**src/rtl/conv_frame_seq.sv**
```systemverilog
// Frame sequencer: passes a width x height pixel frame through a registered output slice
// with generated SOF/EOL markers, then appends 2*width+2 flush beats. Optional macro: CONV_FRAME_SEQ_CHK_EN.
package conv_pkg;
    localparam int unsigned PIXEL_W = 8;
endpackage

module conv_frame_seq #(
    parameter int unsigned PIXEL_W = conv_pkg::PIXEL_W,
    parameter int unsigned DIM_W   = 12
) (
    input  logic               clk,
    input  logic               rst,
    input  logic               en_i,
    input  logic [DIM_W-1:0]   cfg_width_i,
    input  logic [DIM_W-1:0]   cfg_height_i,
    input  logic               s_tvalid_i,
    input  logic [PIXEL_W-1:0] s_tdata_i,
    input  logic               s_tuser_i,
    input  logic               s_tlast_i,
    output logic               s_tready_o,
    output logic               m_tvalid_o,
    output logic [PIXEL_W-1:0] m_tdata_o,
    output logic               m_tuser_o,
    output logic               m_tlast_o,
    output logic               m_tdrain_o,
    input  logic               m_tready_i,
    output logic               busy_o,
    output logic               frame_done_o,
    output logic [1:0]         err_o
);

    localparam int unsigned DCNT_W = DIM_W + 2;

    typedef enum logic [1:0] {S_IDLE, S_ACTIVE, S_DRAIN} state_t;

    state_t               r_state;
    state_t               w_state_nxt;
    logic [DIM_W-1:0]     r_width,   w_width_nxt;
    logic [DIM_W-1:0]     r_height,  w_height_nxt;
    logic [DIM_W-1:0]     r_col,     w_col_nxt;
    logic [DIM_W-1:0]     r_row,     w_row_nxt;
    logic [DCNT_W-1:0]    r_dcnt,    w_dcnt_nxt;
    logic                 r_m_tvalid, w_m_tvalid_nxt;
    logic [PIXEL_W-1:0]   r_m_tdata,  w_m_tdata_nxt;
    logic                 r_m_tuser,  w_m_tuser_nxt;
    logic                 r_m_tlast,  w_m_tlast_nxt;
    logic                 r_m_tdrain, w_m_tdrain_nxt;
    logic                 r_frame_done, w_frame_done_nxt;
    logic [1:0]           r_err,      w_err_nxt;

    logic                 w_slot_free;
    logic                 w_accept;
    logic                 w_col_last;
    logic                 w_row_last;
    logic                 w_first_px;
    logic [DIM_W-1:0]     w_col_inc;
    logic [DCNT_W-1:0]    w_drain_total;
    logic                 w_cfg_ok;
    logic                 w_mark_err;

    assign w_slot_free   = ~r_m_tvalid | m_tready_i;
    assign w_accept      = (r_state == S_ACTIVE) & s_tvalid_i & w_slot_free;
    assign w_col_last    = (r_col == r_width - DIM_W'(1));
    assign w_row_last    = (r_row == r_height - DIM_W'(1));
    assign w_first_px    = (r_col == '0) & (r_row == '0);
    assign w_col_inc     = w_col_last ? '0 : r_col + DIM_W'(1);
    assign w_drain_total = DCNT_W'({r_width, 1'b0}) + DCNT_W'(2);
    assign w_cfg_ok      = (cfg_width_i >= DIM_W'(2)) & (cfg_height_i >= DIM_W'(2));

`ifdef CONV_FRAME_SEQ_CHK_EN
    // Upstream markers are only compared against the generated ones, never forwarded
    assign w_mark_err = w_accept & ((s_tuser_i != w_first_px) | (s_tlast_i != w_col_last));
`else
    logic w_unused_markers;
    assign w_unused_markers = s_tuser_i ^ s_tlast_i;
    assign w_mark_err       = 1'b0;
`endif

    always_ff @(posedge clk) begin
        if (rst) r_state <= S_IDLE;
        else     r_state <= w_state_nxt;
    end

    always_comb begin
        w_state_nxt      = r_state;
        w_width_nxt      = r_width;
        w_height_nxt     = r_height;
        w_col_nxt        = r_col;
        w_row_nxt        = r_row;
        w_dcnt_nxt       = r_dcnt;
        w_m_tvalid_nxt   = r_m_tvalid & ~m_tready_i;
        w_m_tdata_nxt    = r_m_tdata;
        w_m_tuser_nxt    = r_m_tuser;
        w_m_tlast_nxt    = r_m_tlast;
        w_m_tdrain_nxt   = r_m_tdrain;
        w_frame_done_nxt = 1'b0;
        w_err_nxt        = r_err | {w_mark_err, 1'b0};

        case (r_state)
            S_IDLE: begin
                if (en_i) begin
                    if (w_cfg_ok) begin
                        w_width_nxt  = cfg_width_i;
                        w_height_nxt = cfg_height_i;
                        w_col_nxt    = '0;
                        w_row_nxt    = '0;
                        w_state_nxt  = S_ACTIVE;
                    end else begin
                        w_err_nxt[0] = 1'b1;
                    end
                end
            end
            S_ACTIVE: begin
                if (w_accept) begin
                    w_m_tvalid_nxt = 1'b1;
                    w_m_tdata_nxt  = s_tdata_i;
                    w_m_tuser_nxt  = w_first_px;
                    w_m_tlast_nxt  = w_col_last;
                    w_m_tdrain_nxt = 1'b0;
                    w_col_nxt      = w_col_inc;
                    if (w_col_last) w_row_nxt = r_row + DIM_W'(1);
                    if (w_col_last && w_row_last) begin
                        w_col_nxt   = '0;
                        w_dcnt_nxt  = '0;
                        w_state_nxt = S_DRAIN;
                    end
                end
            end
            S_DRAIN: begin
                // Emit flush beats until the count is reached, then wait for the last one to leave
                if (r_dcnt != w_drain_total) begin
                    if (w_slot_free) begin
                        w_m_tvalid_nxt = 1'b1;
                        w_m_tdata_nxt  = '0;
                        w_m_tuser_nxt  = 1'b0;
                        w_m_tlast_nxt  = w_col_last;
                        w_m_tdrain_nxt = 1'b1;
                        w_col_nxt      = w_col_inc;
                        w_dcnt_nxt     = r_dcnt + DCNT_W'(1);
                    end
                end else if (r_m_tvalid && m_tready_i) begin
                    w_frame_done_nxt = 1'b1;
                    w_state_nxt      = S_IDLE;
                end
            end
            default: w_state_nxt = S_IDLE;
        endcase
    end

    always_ff @(posedge clk) begin
        if (rst) begin
            r_width      <= '0;
            r_height     <= '0;
            r_col        <= '0;
            r_row        <= '0;
            r_dcnt       <= '0;
            r_m_tvalid   <= 1'b0;
            r_m_tdata    <= '0;
            r_m_tuser    <= 1'b0;
            r_m_tlast    <= 1'b0;
            r_m_tdrain   <= 1'b0;
            r_frame_done <= 1'b0;
            r_err        <= '0;
        end else begin
            r_width      <= w_width_nxt;
            r_height     <= w_height_nxt;
            r_col        <= w_col_nxt;
            r_row        <= w_row_nxt;
            r_dcnt       <= w_dcnt_nxt;
            r_m_tvalid   <= w_m_tvalid_nxt;
            r_m_tdata    <= w_m_tdata_nxt;
            r_m_tuser    <= w_m_tuser_nxt;
            r_m_tlast    <= w_m_tlast_nxt;
            r_m_tdrain   <= w_m_tdrain_nxt;
            r_frame_done <= w_frame_done_nxt;
            r_err        <= w_err_nxt;
        end
    end

    // Ready and busy are forced low during reset so no beat is taken while the slice is cleared
    assign s_tready_o   = ~rst & (r_state == S_ACTIVE) & w_slot_free;
    assign busy_o       = ~rst & (r_state != S_IDLE);
    assign m_tvalid_o   = r_m_tvalid;
    assign m_tdata_o    = r_m_tdata;
    assign m_tuser_o    = r_m_tuser;
    assign m_tlast_o    = r_m_tlast;
    assign m_tdrain_o   = r_m_tdrain;
    assign frame_done_o = r_frame_done;
    assign err_o        = r_err;

endmodule

```
**config.mk**
```make
export PLATFORM = sky130hd
export DESIGN_NAME = conv_frame_seq
export DESIGN_NICKNAME = d
export VERILOG_FILES = /design/src/rtl/conv_frame_seq.sv
export SDC_FILE = /design/constraint.sdc
export NUM_CORES = 1
export LEC_CHECK = 0
export CORE_UTILIZATION = 50
export CTS_CLUSTER_DIAMETER = 120
export CTS_CLUSTER_SIZE = 25
export DETAILED_ROUTE_END_ITERATION = 16
export GPL_ROUTABILITY_DRIVEN = 0
export HOLD_SLACK_MARGIN = 0.12
export PLACE_DENSITY = 0.68
export RECOVER_POWER = 100
export SLEW_MARGIN = 10
export SYNTH_ARGS = -nofsm -noshare
export SYNTH_HDL_FRONTEND = slang
export SYNTH_SLANG_ARGS = --single-unit
```
**constraint.sdc**
```tcl
create_clock -name clk -period 3.3 [get_ports clk]
set_input_delay 0.66 -clock clk [delete_from_list [all_inputs] [get_ports clk]]
set_output_delay 0.66 -clock clk [all_outputs]
set_load 0.05 [all_outputs]
```
* After elaboration in Yosys (flattened, before gate mapping)
Index checks and enable logic that the tools add are counted.
** Word-level totals
- Bits of input ports :: 39
- Memory bits (read-only) :: 0
- Memories :: 0
- Logic and storage cells :: 110
- RAM bits :: 0
- Register bits :: 78
- Latch bits :: 0
- Output and inout port bits :: 17
** Cells by class
- Add/subtract/negate cells :: 6
- Div/mod/pow operators :: 0
- Shifts and indexed selects :: 0
- Bitwise operators :: 14
- Mux-type cells :: 44
- Eq/ne operators :: 14
- Reductions and logical operators :: 17
- $mul :: 0
- Order comparisons :: 2
** Operator list (count)
- $mux 12 :: 9
- $mux 14 :: 4
- $pmux 12 s3 :: 1
- $pmux 14 s2 :: 1
- $add 12x1->12 const B :: 2
- $eq 12x12->1 :: 2
- $ge 12x2->1 const B :: 2
- $logic_not 12->1 :: 2
- $mux 8 :: 3
- $pmux 12 s2 :: 1
- $sub 12x1->12 const B :: 2
- $ne 2x2->1 const B :: 9
- $pmux 8 s2 :: 1
- $add 13x2->14 const B :: 1
- $add 14x1->14 const B :: 1
- $ne 14x14->1 :: 1
- $mux 1 :: 13
- $mux 2 :: 6
- $reduce_and 6->1 :: 2
- $reduce_and 5->1 :: 2
- $and 1x1->1 :: 8
- $pmux 1 s2 :: 4
- $pmux 2 s3 :: 1
- $reduce_and 3->1 :: 2
- 10 further kinds :: 17

* Logic depth before layout (Yosys ltp)
Gate-level depths: netlist (run 1).
- Word-level depth :: 6
- Gate-level depth with buffers :: 12
- Gate-level depth less buffers :: 10

* Least setup slack after synthesis (run 1)
OpenSTA, ideal clock, no wires.
- Kind :: reg2reg
- Start point :: register r_width[0]
- End point :: register r_dcnt[6]
- Data required time :: 3.169 ns
- Buffers on the path :: 2
- Setup slack :: 0.272 ns
- Clock period less this slack :: 3.028 ns
- Data arrival time :: 2.897 ns
- Stages on the path, launching flop included :: 13
- Path through :: dfxtp_1 buf_2 inv_1 ha_1 nor3b_1 and3_2 o21ai_0 a31oi_2 or4b_4 o31a_1 buf_6 o311ai_1 o41ai_1
** On the way
- Cells in the longest elaborated chain, start to end :: 5
** RTL lines
- start, declared :: line 38 : logic [DIM_W-1:0] r_width, w_width_nxt;
- start signal, assigned :: line 165 : r_width <= w_width_nxt;
- $sub 12x1->12 :: line 63 : assign w_col_last = (r_col == r_width - DIM_W'(1));
- $eq 12x12->1 :: line 63
- $logic_and 1x1->1 :: line 122 : if (w_col_last && w_row_last) begin
- $ne 2x2->1 (no line)
- $reduce_and 5->1 (no line) *
- end signal, assigned :: line 169 : r_dcnt <= w_dcnt_nxt;
- end, declared :: line 42 : logic [DCNT_W-1:0] r_dcnt, w_dcnt_nxt;
Every way passes the cells marked *; elsewhere a longest branch is shown, timed or not.
A chain may end at the register's enable or synchronous reset.

* Final worst setup path (run 1)
- Start point :: register r_width[1]
- End point :: register r_dcnt[5]
The elaborated chain is that of the path after synthesis.

==> results of run 1 <==
layout by cell type (no fill, tap or decap), types with 11 or more instances in the layout:
cell type / n
mux2i_1: 27
xnor2_1: 25
xor2_1: 22
dfxtp_1: 76
buf_4: 13
a22oi_1: 11
nand4_1: 12
o21ai_0: 19
dlygate4sd3_1: 16
nor4_1: 14
nor2_1: 74
nor3_1: 16
ha_1: 11
and3_1: 18
nand3_1: 29
a21oi_1: 21
inv_1: 29
clkdlybuf4s50_1: 34
nand2_1: 35
worst max-delay path, cell delays in order, from the launching register on:
cell	delay, ps
dfxtp_1	330
inv_1	60
ha_1	340
xor2_1	190
nand2_1	120
nor4_4	300
nand3_1	110
or4b_4	550
o31a_4	460
o311ai_0	380
o41ai_1	130
registers in the layout, indices dropped and copies added, names as in the netlist, 2 cells and up:
name and cells:
m_tdata_o 8, r_col 12, r_dcnt 14, r_height 12, r_row 12, r_state 2, r_width 12
worst max path at each step:
stage / startpoint / to / slack, ps
3_3_place_gp: r_width[1]$_SDFFE_PP0P_ / r_dcnt[2]$_SDFFE_PP0P_ / 190
4_1_cts: r_width[1]$_SDFFE_PP0P_ / r_dcnt[3]$_SDFFE_PP0P_ / 9
5_1_grt: r_width[1]$_SDFFE_PP0P_ / r_dcnt[11]$_SDFFE_PP0P_ / 20
2_1_floorplan: r_width[0]$_SDFFE_PP0P_ / r_dcnt[6]$_SDFFE_PP0P_ / 270
3_5_place_dp: r_height[1]$_SDFFE_PP0P_ / r_dcnt[3]$_SDFFE_PP0P_ / 80
6_report: r_width[1]$_SDFFE_PP0P_ / r_dcnt[5]$_SDFFE_PP0P_ / 190
Yosys cell counts (all sizes together), types with 4 or more instances:
cell	instances	area, um2
dfxtp	78	1562
nor2	74	277.8
nand2	35	131.4
nand3	30	155.1
inv	29	108.9
mux2i	27	270.3
xnor2	25	219.0
clkbuf	24	90.09
a21oi	22	110.1
xor2	22	192.7
o21ai	21	108.9
and3	19	120.1
buf	18	108.9
nor3	18	106.4
nor4	17	127.6
nand4	12	75.07
a22oi	11	82.58
ha	11	137.6
o311ai	10	95.10
a31oi	9	62.56
nor2b	8	50.05
o32ai	8	70.07
o41ai	8	77.58
and2	5	31.28
and4	5	45.04
nand3b	5	37.54
or3	5	31.28
nand4b	4	35.03
o31ai	4	43.79
or2	4	25.03
or4	4	30.03
through the flow:
stage / instance area, um2 / hold WS [ps] / worst slack (ps)
after floorplan: 5024 / 452.1 / 272.2
after global placement: 5700 / 443.8 / 186.4
after detailed placement: 5700 / 453.3 / 79.43
after CTS: 5958 / 465.4 / 9.111
after global routing: 5946 / 492.4 / 20.79
final: 5946 / 461.1 / 191.9
cell families after synthesis:
family	synth area share [%]
flip-flops	31.08
adder cells (fa/ha/maj)	2.740
AND/OR/NAND/NOR	27.35
buffers and inverters	6.127
XOR/XNOR	8.194
multiplexers	5.604
other	0.07465
AO/OA/AOI/OAI	18.83
where the power goes:
part           internal, mW  switching, mW
clock network         0.591          0.344
registers              1.03          0.134
logic                 0.709           1.11
per-layer routing:
layer,share of wire [%],track usage [%],wire length (um)
met2,48,44.35,6338
met3,4.1,4.583,540
met5,0,0,0
met4,1.8,9.011,231
met1,46,33.45,6034
final cells by class:
type	count	share of cell area (%)
flip-flops and latches	78	26.30
clock inverters	4	2.020
inverters	29	1.831
well taps	133	2.799
repair buffers	74	11.32
clock buffers	10	2.315
multi-input cells	470	53.41
==> results.json, run 1 <==
{
  "synth_edf_count": 0,
  "syn_nets": 669,
  "r2r_slack_ps": 190,
  "p_total_mw": 3.917,
  "regToRegEndpoint": "r_dcnt[5]$_SDFFE_PP0P_",
  "n_fill_cell": 892,
  "ff2ff_path_depth": 10,
  "clk_latency_ps": 360,
  "num_vias": 4757,
  "power.density_nw_per_um2": 658.9,
  "globalRouteOverflowTotal": 0,
  "grt_pass1_wl_um": 21380,
  "seq_area_frac_synth_pct": 31.08,
  "grt_start_max_net_pins": 42,
  "startpoint_type": "flop",
  "drtIter0Drc": 184,
  "seq_area_um2": 1564,
  "chipWidth_um": 102.2,
  "synth_cell_types": 76,
  "cp.arrival_ps": 3330,
  "utilization_pct": 60.83,
  "cts-root-buf": "clkbuf_8",
  "min_path_type": "flop to flop",
  "endpoint_kind": "flop",
  "syn_inst": 619,
  "cts.htree.levels": 3,
  "status": "finished clean",
  "num_io_pins": 56,
  "fin_crit_ps": 3108,
  "wl_per_cell_um": 16.47,
  "worstSetupPathType": "flop to flop",
  "clock.fmax_mhz": 321.7,
  "n_antenna_cell": 0,
  "cts_tree": "done",
  "synthArstFlopShare_pct": 0,
  "synth_seq_cells": 78,
  "drt-pass1-iter-count": 5,
  "rows": 36,
  "antenna_left": 0,
  "die_y_um": 102.2,
  "path_clk_slew_ps": 80,
  "p_leak_nw": 2.297,
  "drt-vias-per-instance": 5.961,
  "dp.cells": 784,
  "layout-drive-gt1-share_pct": 8.571,
  "hold_buffers": 0,
  "slew_headroom_pct": 43.96,
  "nets": 712,
  "rr_startpoint": "r_width[1]$_SDFFE_PP0P_",
  "cap_violations": 0,
  "drc": 0,
  "hold_viol_final": 0,
  "dieArea_um2": 10450,
  "required_ps": 3520,
  "stdcell_count": 798,
  "post-route-period-util_pct": 94.19,
  "cts_sinks": 78,
  "multi_input_area_um2": 3176,
  "min_path_cells": 2,
  "tightest_slew_ps": 840.5,
  "grt_pass1_vias": 4476,
  "syn_area_um2": 5024,
  "hp-start": "m_tlast_o$_SDFFE_PP0P_",
  "grt.total_usage_pct": 26.15,
  "cts_resized": 0,
  "synthToLayoutAreaGrowth_pct": 18.36,
  "ys.flop_type": "dfxtp_1",
  "post_cts_buffers": 0,
  "synth.avg_cell_area_um2": 8.116,
  "fin_worst_skew_ps": 10.70,
  "yosys_warnings": 0,
  "drt_wl_total_um": 13140,
  "rsz0062_at_grt": "no",
  "setup_tns_ps": 0,
  "dp_hpwl_um": 9663,
  "port_buffers": 52,
  "worstPathMaxFanout": 16,
  "ir_worst_vdd_mv": 0.2957,
  "grt_antenna_before_repair": 0,
  "initial_core_util_pct": 51.40,
  "cts_buffers": 9,
  "drv_slew": 0,
  "coreArea_um2": 9774,
  "setup_viol": 0,
  "hold_end": "m_tlast_o$_SDFFE_PP0P_",
  "cts_buffer_depth": 2
}
Power figures use the tool's default switching activity.
==> run 2, diff against run 1 <==
==> constraint.sdc (replaced) <==
create_clock -name clk -period 3.3 [get_ports clk]
set_input_delay 0.33 -clock clk [delete_from_list [all_inputs] [get_ports clk]]
set_output_delay 0.33 -clock clk [all_outputs]
set_load 0.05 [all_outputs]
==> results.json, run 2 (synthesis gave the netlist of run 1 again) <==
{
  "status": "finished clean",
  "drt-pass1-iter-count": 5,
  "cts_buffers": 9,
  "drt_wl_total_um": 12840,
  "r2r_slack_ps": 240,
  "cts_resized": 0,
  "chipWidth_um": 102.2,
  "switching_power_mw": 1.540,
  "post-route-period-util_pct": 92.68,
  "hold_buffers": 0,
  "die_y_um": 102.2,
  "layout_commonest_cell": "dfxtp_1",
  "path_clk_slew_ps": 80,
  "setup_viol": 0,
  "startpoint": "r_width[1]$_SDFFE_PP0P_",
  "hold_viol_final": 0,
  "cts-root-buf": "clkbuf_8",
  "endpoint": "r_dcnt[3]$_SDFFE_PP0P_",
  "post_cts_buffers": 0,
  "slew_headroom_pct": 42.31,
  "clk_latency_ps": 350,
  "grt_antenna_before_repair": 0,
  "dieArea_um2": 10450,
  "layout-drive-gt1-share_pct": 8.157,
  "ff2ff_path_depth": 10,
  "antenna_left": 0,
  "num_io_pins": 56,
  "switching_share_pct": 40.65,
  "p_clk_share_pct": 22.7,
  "regToRegEndpoint": "r_dcnt[3]$_SDFFE_PP0P_",
  "p_total_mw": 3.788,
  "port_buffers": 52,
  "power_frac_comb_pct": 46.5,
  "seqPwrFrac_pct": 30.8,
  "nets": 708,
  "wl_per_cell_um": 16.15,
  "grt.total_usage_pct": 25.85,
  "synthToLayoutAreaGrowth_pct": 16.99,
  "worstPathMaxFanout": 16,
  "cp.arrival_ps": 3280,
  "fin_worst_skew_ps": 12.57,
  "power.density_nw_per_um2": 644.5,
  "min_path_type": "flop to flop",
  "grt_pass1_vias": 4504,
  "required_ps": 3530,
  "endpoint_kind": "flop",
  "drc": 0,
  "cap_violations": 0,
  "setup_tns_ps": 0,
  "cts_sinks": 78,
  "fin_crit_ps": 3058,
  "p_leak_nw": 2.274,
  "num_vias": 4707,
  "globalRouteOverflowTotal": 0,
  "cts_tree": "done",
  "cts.htree.levels": 3,
  "dp_hpwl_um": 9591,
  "drtIter0Drc": 320,
  "ir_worst_vdd_mv": 0.3242,
  "largest_register_ffs": 14,
  "mostFrequentLayoutCells": "dfxtp_1 (76), nor2_1 (74), nand2_1 (35), clkdlybuf4s50_1 (34)",
  "drv_slew": 0,
  "clock.fmax_mhz": 327.0,
  "rows": 36,
  "power.internal_mw": 2.248,
  "top_register": "r_dcnt",
  "rr_startpoint": "r_width[1]$_SDFFE_PP0P_",
  "tightest_slew_ps": 865.4,
  "startpoint_type": "flop",
  "grt_pass1_wl_um": 21350,
  "worstSetupPathType": "flop to flop",
  "coreArea_um2": 9774,
  "cts_buffer_depth": 2,
  "n_antenna_cell": 0,
  "grt_start_max_net_pins": 43,
  "rsz0062_at_grt": "no",
  "initial_core_util_pct": 51.40,
  "drt-vias-per-instance": 5.921
}
run 2: through the flow:
stage | std cells | utilization (%) | instance area [um2] | setup slack, ps | hold WS [ps]
floorplan | 619 | - | 5024 | 272.2 | 452.1
global placement | 780 | 57.91 | 5660 | 194.8 | 444.2
detailed placement | 780 | 57.91 | 5660 | 153.4 | 457.4
CTS | 795 | 60.33 | 5897 | 128.1 | 469.0
global route | 795 | 60.13 | 5877 | 33.89 | 510.3
finish | 795 | 60.13 | 5877 | 241.6 | 465.1
run 2: power by group through the flow:
stage                     Sequential (mW)  Combinational [mW]  Clock, mW
after CTS                            1.17                1.79      0.870
after floorplan                      1.20                1.26          0
after detailed placement             1.19                1.78          0
after global placement               1.18                1.75          0
after global routing                 1.18                1.94      0.907
final                                1.17                1.76      0.861
run 2: layer usage:
layer / up-vias / track usage, % / routed length [um]
met5: - / 0 / 0
met1: 2254 / 33.32 / 6008
met4: 0 / 8.681 / 217
li1: 2350 / - / -
met3: 23 / 3.694 / 388
met2: 80 / 44.30 / 6221
run 2: critical path: stages (launching register included):
cell,delay (ps)
dfxtp_1,330
inv_1,60
ha_1,340
xor2_1,150
nand2_1,80
nor4_2,340
nand3_1,120
or4b_4,560
o31a_4,460
o311ai_0,360
o41ai_1,130
run 2: cell type report:
cell class	instances	area, um2
fillers	883	3897
clock inverters	4	95.09
repair buffers	70	645.6
well taps	133	166.4
clock buffers	11	141.4
flip-flops and latches	78	1564
multi-input cells	470	3156
inverters	29	108.9
run 2: how the worst min path moves through the flow:
| stage | start | slack (ps) | cells after the start | end |
|---|---|---|---|---|
| 2_1_floorplan | r_state[0]$_SDFFE_PP0P_ | 450 | 2 | r_state[0]$_SDFFE_PP0P_ |
| 3_3_place_gp | m_tlast_o$_SDFFE_PP0P_ | 440 | 2 | m_tlast_o$_SDFFE_PP0P_ |
| 3_5_place_dp | m_tlast_o$_SDFFE_PP0P_ | 460 | 2 | m_tlast_o$_SDFFE_PP0P_ |
| 4_1_cts | m_tlast_o$_SDFFE_PP0P_ | 470 | 2 | m_tlast_o$_SDFFE_PP0P_ |
| 5_1_grt | r_state[0]$_SDFFE_PP0P_ | 510 | 2 | r_state[0]$_SDFFE_PP0P_ |
| 6_report | m_tuser_o$_SDFFE_PP0P_ | 470 | 2 | m_tuser_o$_SDFFE_PP0P_ |
==> RTL edit 1: new RTL, flow settings as in run 1 <==
Take the reset off `r_m_tdata` and load it in a clocked block of its own.
--- a/src/rtl/conv_frame_seq.sv
+++ b/src/rtl/conv_frame_seq.sv
@@ -155,7 +155,6 @@
             r_row        <= '0;
             r_dcnt       <= '0;
             r_m_tvalid   <= 1'b0;
-            r_m_tdata    <= '0;
             r_m_tuser    <= 1'b0;
             r_m_tlast    <= 1'b0;
             r_m_tdrain   <= 1'b0;
@@ -168,13 +167,16 @@
             r_row        <= w_row_nxt;
             r_dcnt       <= w_dcnt_nxt;
             r_m_tvalid   <= w_m_tvalid_nxt;
-            r_m_tdata    <= w_m_tdata_nxt;
             r_m_tuser    <= w_m_tuser_nxt;
             r_m_tlast    <= w_m_tlast_nxt;
             r_m_tdrain   <= w_m_tdrain_nxt;
             r_frame_done <= w_frame_done_nxt;
             r_err        <= w_err_nxt;
         end
+    end
+
+    always_ff @(posedge clk) begin
+        r_m_tdata <= w_m_tdata_nxt;
     end
 
     // Ready and busy are forced low during reset so no beat is taken while the slice is cleared
Function: differs if rst is asserted again (counterexample within 4 cycles, from zero or initial values and one cycle with rst high); with rst held inactive, the same outputs for 4 cycles.
==> RTL edit 1 against run 1 <==
Total power rose by 1.3%; sequential cell count did not move; area after synthesis rose by 3.5%; final cell count rose by 0.75%; design area rose by 3.1%; wire length rose by 3.7%; combinational power rose by 9%; setup slack got worse by 0.052 ns; hold slack improved by 0.0021 ns; largest cell class unchanged.
==> RTL edit 1: results (changes against run 1) <==
[drt]
wl_met3_um=685  ; +27%
drtIter0Drc=355  ; +93%
routedLengthMet1_um=6600  ; +9.3%
viasPerCell=6.03  ; +1.1%
wl_met2_um=6100  ; -3.8%
drt_wl_total_um=13600  ; +3.7%
num_vias=4846  ; +1.9%

[yosys]
synth_xor_area_share_pct=9.91  ; +1.7 points
syn_area_per_cell_um2=8.44  ; +4.0%
synth_compound_area_share_pct=18.5  ; -0.30 points
synthTopCellsByArea=dfxtp_1, xnor2_1, mux2i_1
yosysSeqAreaShare_pct=31.6  ; +0.49 points
synth_fa_ha_area_share_pct=2.65  ; -0.093 points
syn_nets=666  ; -0.45%
synthMuxAreaShare_pct=6.26  ; +0.65 points
synthTopCellsByCount=dfxtp_1, nor2_1, xnor2_1
synthDistinctLibCells=75  ; -1.3%

[power_and_ir_drop]
leakage_nw=2.28  ; -0.61%
ir_worst_vdd_uv=334  ; +13%

[timing]
worst_slew_pin_slew_ns=0.846  ; +0.00562 ns
fin_ws_ns=0.140  ; -0.0517 ns

[placement]
placed_area_um2=5930  ; +4.0%
dp.cells=788  ; +0.51%
preCtsSetupSlack_ns=0.0870  ; +0.00759 ns

[cts]
clk_pin_slew_worst_paths_ns=0.09

[grt]
grt_max_degree=59  ; +40%
met3_usage_pct=3.63  ; -0.95 points
grt_pass1_vias=4589  ; +2.5%
gr-usage-all-layers_pct=26.1  ; -0.078 points
use_met2_pct=41.7  ; -2.6 points
grt_pass1_wl_um=22600  ; +5.5%

[worst_setup_path]
rrSetupSlack_ns=0.14  ; -0.05 ns
crit_fanout=14  ; -2
r2r_end=r_dcnt[2]
worst_path_max_delay_cell=or4_1
critPathLaunch=r_width[7]
cpPeakStageDelay_ns=0.63  ; +0.08 ns

[cells_and_area]
layout.nets=716  ; +0.56%
drive_above_1_share_pct=13.3  ; +4.7 points

[run_status]
status=finished clean

[RTL edit 1: cell count changes after synthesis, sizes merged, moves of 8 or more]
cell,before,now
xnor2,25,37
a211oi,2,13
a22oi,11,0
and3,19,11
dfxtp,78,70
edfxtp,0,8
[RTL edit 1: area by class of cell]
type	instances	area, um2
clock buffer	9	124
clock inverter	7	78.8
fill	898	3780
inverter	23	86.3
multi-input combinational	470	3270
sequential	78	1650
tap	133	166
timing repair buffer	84	759
[RTL edit 1: report_power, final]
group          leakage [nW]  switching, mW  total (mW)  internal, mW
Clock                 0.105          0.405       0.766         0.360
Sequential            0.645          0.115        1.22          1.11
Combinational          1.53           1.22        1.98         0.761
Total                  2.28           1.74        3.97          2.23
[RTL edit 1: worst min-delay path: stages, from the launching register on]
cell and delay, ns:
dfxtp_1 0.32, nand2_1 0.05, a21oi_1 0.05
[RTL edit 1: what timing repair did]
item / in CTS / in global routing
endpoints found under the hold margin: 0 / 0
setup endpoints to repair: 0 / 23
gates resized for setup: 0 / 10
==> RTL edit 2: new RTL, settings of run 1 <==
Made on the original files. Build with the macro `CONV_FRAME_SEQ_CHK_EN` defined.
--- a/src/rtl/conv_frame_seq.sv
+++ b/src/rtl/conv_frame_seq.sv
@@ -1,5 +1,7 @@
 // Frame sequencer: passes a width x height pixel frame through a registered output slice
 // with generated SOF/EOL markers, then appends 2*width+2 flush beats. Optional macro: CONV_FRAME_SEQ_CHK_EN.
+`define CONV_FRAME_SEQ_CHK_EN
+
 package conv_pkg;
     localparam int unsigned PIXEL_W = 8;
 endpackage
Check against the original RTL: not equivalent (a bounded check fails within 4 cycles, from zero or initial values and one cycle with rst high).
==> RTL edit 2 against run 1 <==
Critical path depth is 1 higher; setup slack got worse by 0.029 ns; wire length rose by 4.4%; sequential cell count increased by 1; die area down 0.86%; design area is 0.11% higher; total power shrank 6.5%; area after synthesis shrank 0.87%; critical path type unchanged.
==> RTL edit 2: results (changes against run 1) <==
[run_status]
status=finished clean

[drt]
routedLengthMet1_um=6200  ; +2.8%
num_vias=5017  ; +5.5%
drtIter0Drc=240  ; +30%
drt_wl_total_um=13700  ; +4.4%
wl_met2_um=6440  ; +1.6%
wl_met3_um=805  ; +49%

[worst_setup_path]
cpPeakStageDelay_ns=0.47  ; -0.08 ns
crit_fanout=6  ; -10
worst_path_max_delay_cell=or4b_1
r2r-start=r_width[0]
arrival_ns=3.37  ; +0.04 ns
cp-endpoint=r_dcnt[7]
cp_top_family=compound AO/OA/AOI/OAI gates

[placement]
io_buffers=55  ; +5.8%
dpl.hpwl_um=10000  ; +3.8%
dp.cells=809  ; +3.2%

[timing]
fin_worst_skew_ns=0.00805  ; -0.00265 ns
relSlewSlack_pct=47.1  ; +3.2 points
holdWs_ns=0.455  ; -0.00611 ns

[yosys]
yosysSeqAreaShare_pct=31.8  ; +0.68 points
synth_compound_area_share_pct=20.2  ; +1.3 points
synthTopCellsByArea=dfxtp_1, xnor2_1, mux2i_1
synthDistinctLibCells=62  ; -18%
synthTopCellsByCount=dfxtp_1, nor2_1, inv_1
syn_area_per_cell_um2=7.92  ; -2.4%
synth_xor_area_share_pct=7.56  ; -0.63 points
synth_fa_ha_area_share_pct=2.76  ; +0.024 points
synthMuxAreaShare_pct=5.23  ; -0.38 points
syn_nets=679  ; +1.5%

[power_and_ir_drop]
clock_power_share_pct=17.9  ; -6.0 points
p_int_mw=2.05  ; -12%
leakage_nw=2.25  ; -2.1%
p_comb_share_pct=51.1  ; +4.8 points
comb-power_mw=1.87  ; +3%
ir_worst_vdd_uv=290  ; -1.9%

[grt]
grt_max_degree=73  ; +74%
grt_pass1_wl_um=22500  ; +5.3%
met3_usage_pct=4.90  ; +0.32 points
gr-usage-all-layers_pct=27.8  ; +1.7 points
met1_usage_pct=35.7  ; +2.3 points
grt_pass1_vias=4689  ; +4.8%
use_met2_pct=45.8  ; +1.5 points

[cells_and_area]
drive_above_1_share_pct=8.38  ; -0.19 points
instances_no_fill=825  ; +3.4%
layout.nets=737  ; +3.5%

## RTL edit 2: cell count changes in the layout (fill, tap and decap cells not counted), sizes merged, moves of 8 or more
| cell | run 1 | this run |
|---|---|---|
| xor2 | 22 | 12 |
| buf | 16 | 25 |
| inv | 29 | 41 |
| or4 | 4 | 13 |
| nor2 | 74 | 60 |
| o32ai | 8 | 16 |
## RTL edit 2: final cells by class
| type | instances | area, um2 | area share, % |
|---|---|---|---|
| flip-flops and latches | 79 | 1580 | 26.6 |
| well taps | 133 | 166 | 2.80 |
| inverters | 41 | 154 | 2.59 |
| clock buffers | 10 | 128 | 2.14 |
| repair buffers | 87 | 761 | 12.8 |
| multi-input cells | 469 | 3120 | 52.5 |
| clock inverters | 6 | 37.5 | 0.631 |
## RTL edit 2: metrics by stage
stage	setup WS (ns)	cell area [um2]
floorplan	0.199	4980
global placement	0.0808	5810
detailed placement	0.101	5810
CTS	0.0694	5970
global route	0.00425	5950
finish	0.163	5950
